`config.mk`:
```
export PLATFORM = sky130hd
export DESIGN_NAME = path_replayer
export DESIGN_NICKNAME = d
export VERILOG_FILES = /design/src/rtl/path_pkg.sv /design/src/rtl/path_tick_timer.sv /design/src/rtl/path_replayer.sv
export SDC_FILE = /design/constraint.sdc
export NUM_CORES = 1
export LEC_CHECK = 0
export BUFFER_PORTS_ARGS = -buffer_cell sky130_fd_sc_hd__buf_4
export CAP_MARGIN = 20
export CELL_PAD_IN_SITES_DETAIL_PLACEMENT = 0
export CELL_PAD_IN_SITES_GLOBAL_PLACEMENT = 1
export CORE_ASPECT_RATIO = 1.4
export CORE_MARGIN = 1
export CORE_UTILIZATION = 47
export DETAILED_ROUTE_END_ITERATION = 10
export GPL_ROUTABILITY_DRIVEN = 0
export HOLD_SLACK_MARGIN = 0.02
export PLACE_DENSITY = 0.93
export SETUP_SLACK_MARGIN = 0.3
export SLEW_MARGIN = 20
export SYNTH_ARGS = -nofsm -noshare
export SYNTH_HDL_FRONTEND = slang
export SYNTH_SLANG_ARGS = --single-unit
```
`constraint.sdc`:
```
create_clock -name clk -period 7.45 [get_ports clk]
set_clock_uncertainty 0.15 [all_clocks]
set_input_delay 0.3725 -clock clk [delete_from_list [all_inputs] [get_ports clk]]
set_output_delay 0.3725 -clock clk [all_outputs]
set_load 0.01 [all_outputs]
```
`src/rtl/path_pkg.sv`:
```
// Shared widths, record field offsets and FSM states for the path replayer.
// Optional build macro: PATH_REPLAY_LOOP_EN (see path_replayer).
package path_pkg;

  localparam int REC_W   = 7;
  localparam int DUR_W   = 4;
  localparam int NREC    = 15;
  localparam int DATA_W  = NREC * REC_W;
  localparam int DUR_LSB = 2;
  localparam int M2_BIT  = 1;
  localparam int M1_BIT  = 0;

  typedef enum logic [1:0] {
    IDLE = 2'd0,
    PLAY = 2'd1,
    FIN  = 2'd2
  } state_t;

  function automatic logic [3:0] clamp_num(input logic [3:0] n);
    logic [4:0] w;
    w = {1'b0, n};
    return (w > 5'(NREC)) ? 4'(NREC) : n;
  endfunction

  // Returns {M2, M1} of record idx.
  function automatic logic [1:0] rec_motors(input logic [DATA_W-1:0] d, input logic [3:0] idx);
    return {d[int'(idx)*REC_W + M2_BIT], d[int'(idx)*REC_W + M1_BIT]};
  endfunction

  function automatic logic [DUR_W-1:0] rec_dur(input logic [DATA_W-1:0] d, input logic [3:0] idx);
    return d[int'(idx)*REC_W + DUR_LSB +: DUR_W];
  endfunction

endpackage

```
`src/rtl/path_tick_timer.sv`:
```
// Free-running prescaler: one-cycle tick every TICK_CYCLES clocks, restarted by clr.
module path_tick_timer #(
  parameter int TICK_CYCLES = 7644
) (
  input  logic clk,
  input  logic rst,
  input  logic clr,
  output logic tick
);

  logic [31:0] count;

  assign tick = (count == 32'(TICK_CYCLES - 1));

  always_ff @(posedge clk) begin
    if (rst || clr) begin
      count <= '0;
    end else if (tick) begin
      count <= '0;
    end else begin
      count <= count + 32'd1;
    end
  end

endmodule

```
`src/rtl/path_replayer.sv`:
```
// Replays recorded M1/M2 levels oldest-first, each held for its recorded tick count.
// Define PATH_REPLAY_LOOP_EN to restart from the oldest record instead of finishing.
module path_replayer
  import path_pkg::*;
#(
  parameter int TICK_CYCLES = 7644,
  parameter int FINAL_TICKS = 15
) (
  input  logic              clk,
  input  logic              rst,
  input  logic              start,
  input  logic              abort,
  input  logic [DATA_W-1:0] data_in,
  input  logic [3:0]        num_rec,
  output logic              M1,
  output logic              M2,
  output logic              busy,
  output logic              done,
  output logic [3:0]        rec_idx
);

  state_t            state;
  logic [DATA_W-1:0] snap;
  logic [3:0]        nsnap;
  logic [3:0]        ptr;
  logic [3:0]        nr;
  logic [3:0]        nxt_ptr;
  logic [31:0]       seg_dur;
  logic [31:0]       tcnt;
  logic              tick;
  logic              expire;
  logic              load;

  // Record p's level lasts as long as the duration stored in the next-newer record.
  function automatic logic [31:0] hold_for(input logic [DATA_W-1:0] d, input logic [3:0] p);
    return (p == 4'd0) ? 32'(FINAL_TICKS) : 32'(rec_dur(d, p - 4'd1));
  endfunction

  assign nr      = clamp_num(num_rec);
  assign nxt_ptr = (ptr == 4'd0) ? (nsnap - 4'd1) : (ptr - 4'd1);
  assign expire  = (state == PLAY) &&
                   ((seg_dur == 32'd0) || (tick && (tcnt == seg_dur - 32'd1)));

`ifdef PATH_REPLAY_LOOP_EN
  assign load = (state == PLAY) && !abort && expire;
`else
  assign load = (state == PLAY) && !abort && expire && (ptr != 4'd0);
`endif

  path_tick_timer #(.TICK_CYCLES(TICK_CYCLES)) u_timer (
    .clk  (clk),
    .rst  (rst),
    .clr  ((state != PLAY) || load),
    .tick (tick)
  );

  always_ff @(posedge clk) begin
    if (rst) begin
      state   <= IDLE;
      snap    <= '0;
      nsnap   <= '0;
      ptr     <= '0;
      seg_dur <= '0;
      tcnt    <= '0;
      M1      <= 1'b0;
      M2      <= 1'b0;
      busy    <= 1'b0;
      done    <= 1'b0;
      rec_idx <= '0;
    end else begin
      if ((state != PLAY) || load) begin
        tcnt <= '0;
      end else if (tick) begin
        tcnt <= tcnt + 32'd1;
      end

      case (state)
        IDLE: begin
          done <= 1'b0;
          if (start && !abort) begin
            if (nr == 4'd0) begin
              done <= 1'b1;
            end else begin
              snap       <= data_in;
              nsnap      <= nr;
              ptr        <= nr - 4'd1;
              rec_idx    <= nr - 4'd1;
              {M2, M1}   <= rec_motors(data_in, nr - 4'd1);
              seg_dur    <= hold_for(data_in, nr - 4'd1);
              busy       <= 1'b1;
              state      <= PLAY;
            end
          end
        end

        PLAY: begin
          if (abort) begin
            {M2, M1} <= 2'b00;
            busy     <= 1'b0;
            state    <= IDLE;
          end else if (load) begin
            ptr      <= nxt_ptr;
            rec_idx  <= nxt_ptr;
            {M2, M1} <= rec_motors(snap, nxt_ptr);
            seg_dur  <= hold_for(snap, nxt_ptr);
          end else if (expire) begin
            {M2, M1} <= 2'b00;
            busy     <= 1'b0;
            done     <= 1'b1;
            state    <= FIN;
          end
        end

        FIN: begin
          done  <= 1'b0;
          state <= IDLE;
        end

        default: state <= IDLE;
      endcase
    end
  end

endmodule
```
==> qor.yml <==
synthFlopType: "dfxtp_1"
startpoint_type: "flip-flop"
yosysMostFrequentCell: "nand2_1"
r2r_start: "ptr[0]$_SDFFE_PP0P_"
dr_wl_met3_um: 4346
rsz0062_at_grt: "false"
setup_viol: 0
cts_tree: "yes"
worstHoldStart: "data_in[13]"
fin_nets: 1722
layout-drive-gt1-share_pct: 20.21
critPathRequiredTime_ns: 7.64
status: "finished, final reports clean"
wire_per_inst_um: 22.08
period_share_pct: 87.98
synth_seq_cells: 187
drt.antenna.violating_nets: 0
cts.sinks: 187
wl_met2_um: 19570
syn_inst: 1467
dp_hpwl_um: 31630
die_area_mm2: 0.02829
slew_viol_final: 0
final_core_util_pct: 56.19
synth_top_area_cell: "dfxtp_1"
ys_warn_count: 0
async_reset_ff_share_pct: 0
ir_drop_v: 0.0003709
num_vias: 12435
rrSetupSlack_ns: 0.90
routed_wl_um: 43150
place_inst: 1869
syn_area_mm2: 0.01298
row_count: 71
track_usage_pct: 31.53
grt_pass1_vias: 11755
p_per_area_mw_per_mm2: 340.9
synth_area_leaders: "dfxtp_1, mux4_2, nand2_1, a21oi_1, nor2_1"
hold_viol: 0
netlist_top_cells_count: "nand2_1, dfxtp_1, a21oi_1, nor2_1, mux4_2"
clock_latency_ns: 0.47
leakagePower_nw: 5.410
cts_setup_buffers: 0
fp.dieH_um: 198.6
max_slew_margin_pct: 24.72
syn_to_final_growth_pct: 16.93
crit_type: "reg2reg"
tns_ns: 0
antenna_found_initial: 1
grt_max_degree: 99
hold_class: "in2reg"
tightest_slew_ns: 1.125
ios: 121
top_layer: "met4"
core_area_mm2: 0.02701
synth_nets: 1614
cap_violations: 0
fmax_mhz: 152.6
vias_per_cell: 6.364
die_x_um: 142.4
min_period_ns: 6.555
clkTransAtPathRegs_ns: 0.07
arrival_ns: 6.74
postSynthAreaPerCell_um2: 8.846
start_util_pct: 48.05
worst_setup_path_end_kind: "flip-flop"
cts-buffers-inserted: 17
first_pass_iters: 7
first_iter_violations: 1290
layoutNonFillerInstCount: 1954
drc_errors: 0
startpoint: "ptr[0]$_SDFFE_PP0P_"
io_buffers: 120
synth_cell_type_count: 75
cts-root-buf: "clkbuf_16"
synth_top_area_share_pct: 28.85
crit_fanout: 44
cts-resized-gates: 0
wl_met1_um: 15970
grt_pass1_wl_um: 67120
h-tree-depth: 4
holdWs_ns: 0.03662
synth_edf_count: 0
ys_seq_area_share_pct: 28.85
cts_hold_buffers: 51
cts.path.max_buffers: 2
overflow: 0
## layer usage
| layer | track usage [%] | vias up |
|---|---|---|
| li1 | - | 5515 |
| met1 | 38.69 | 5864 |
| met2 | 49.20 | 859 |
| met3 | 6.692 | 197 |
| met4 | 22.34 | 0 |
| met5 | 0 | - |
## area by class of cell
class                   instances  area [um2]
fillers                      2386       11830
multi-input cells            1145        8708
flip-flops and latches        187        3744
repair buffers                188        1551
well taps                     365       456.7
clock buffers                  17       425.4
clock inverters                15       151.4
inverters                      36       135.1
diodes                          1       2.502
## registers in the layout, summed over array words and instances (netlist names)
signal,flops
seg_dur,4
done,1
M2,1
snap,105
u_timer.count,32
nsnap,4
ptr,4
tcnt,32
state,2
busy,1
M1,1
## critical path: stages, from the launching register on
cell and delay, ns:
dfxtp_1 0.40, nor4b_1 0.49, or2_2 0.19, buf_4 0.42, inv_1 0.08, buf_4 0.31, ha_1 0.25, a21boi_1 0.13
o21ai_0 0.20, and2_1 0.21, inv_2 0.08, fa_1 0.50, inv_1 0.08, fa_1 1.01, clkinv_1 0.47, xnor2_1 0.28
buf_4 0.26, nor2b_1 0.08, a2111oi_0 0.40, a21oi_1 0.07, a211oi_1 0.23, o41ai_1 0.11
## worst paths after layout
path,endpoint,cells after the start
max,M2$_SDFFE_PP0P_,21
min,snap[13]$_SDFFE_PP0P_,3
max reg2reg,M2$_SDFFE_PP0P_,21
min reg2reg,u_timer.count[0]$_SDFF_PP0_,1
## placed cells by master, fill, tap and decap left out, types with 19 or more instances in the layout
| cell type | netlist | routed |
|---|---|---|
| dfxtp_1 | 187 | 187 |
| nor3_1 | 20 | 20 |
| inv_1 | 33 | 33 |
| xnor2_1 | 42 | 41 |
| xor2_1 | 47 | 47 |
| dlygate4sd3_1 | 0 | 51 |
| nand2_1 | 320 | 319 |
| ha_1 | 29 | 28 |
| a21oi_1 | 126 | 126 |
| nand4_1 | 29 | 29 |
| a31oi_1 | 19 | 19 |
| mux4_2 | 118 | 118 |
| mux2i_1 | 46 | 46 |
| nand3_1 | 34 | 34 |
| nor2_1 | 126 | 126 |
| buf_4 | 3 | 136 |
## where the power goes
group / total (mW) / internal, mW / switching, mW / leakage, nW
Sequential: 1.14 / 1.06 / 0.0825 / 1.52
Combinational: 3.11 / 1.25 / 1.86 / 3.61
Clock: 0.917 / 0.473 / 0.444 / 0.279
Total: 5.17 / 2.78 / 2.39 / 5.41
## metrics by stage
step                      instance area (um2)  power, mW  setup WS [ns]
final                                   15170      5.172         0.8954
after global routing                    15170      5.440         0.4231
after CTS                               15150      5.104         0.9601
after detailed placement                14060      4.158         0.9784
after global placement                  14060      4.105          1.099
after floorplan                         12980      3.398          1.381
## cell families after synthesis
kind of cell	share of synthesized area [%]
simple gates	20.63
flops	28.85
fa+ha+maj	3.567
buf+inv	4.242
xor+xnor	6.132
mux	24.89
compound gates	11.69
Power figures use the tool's default switching activity.
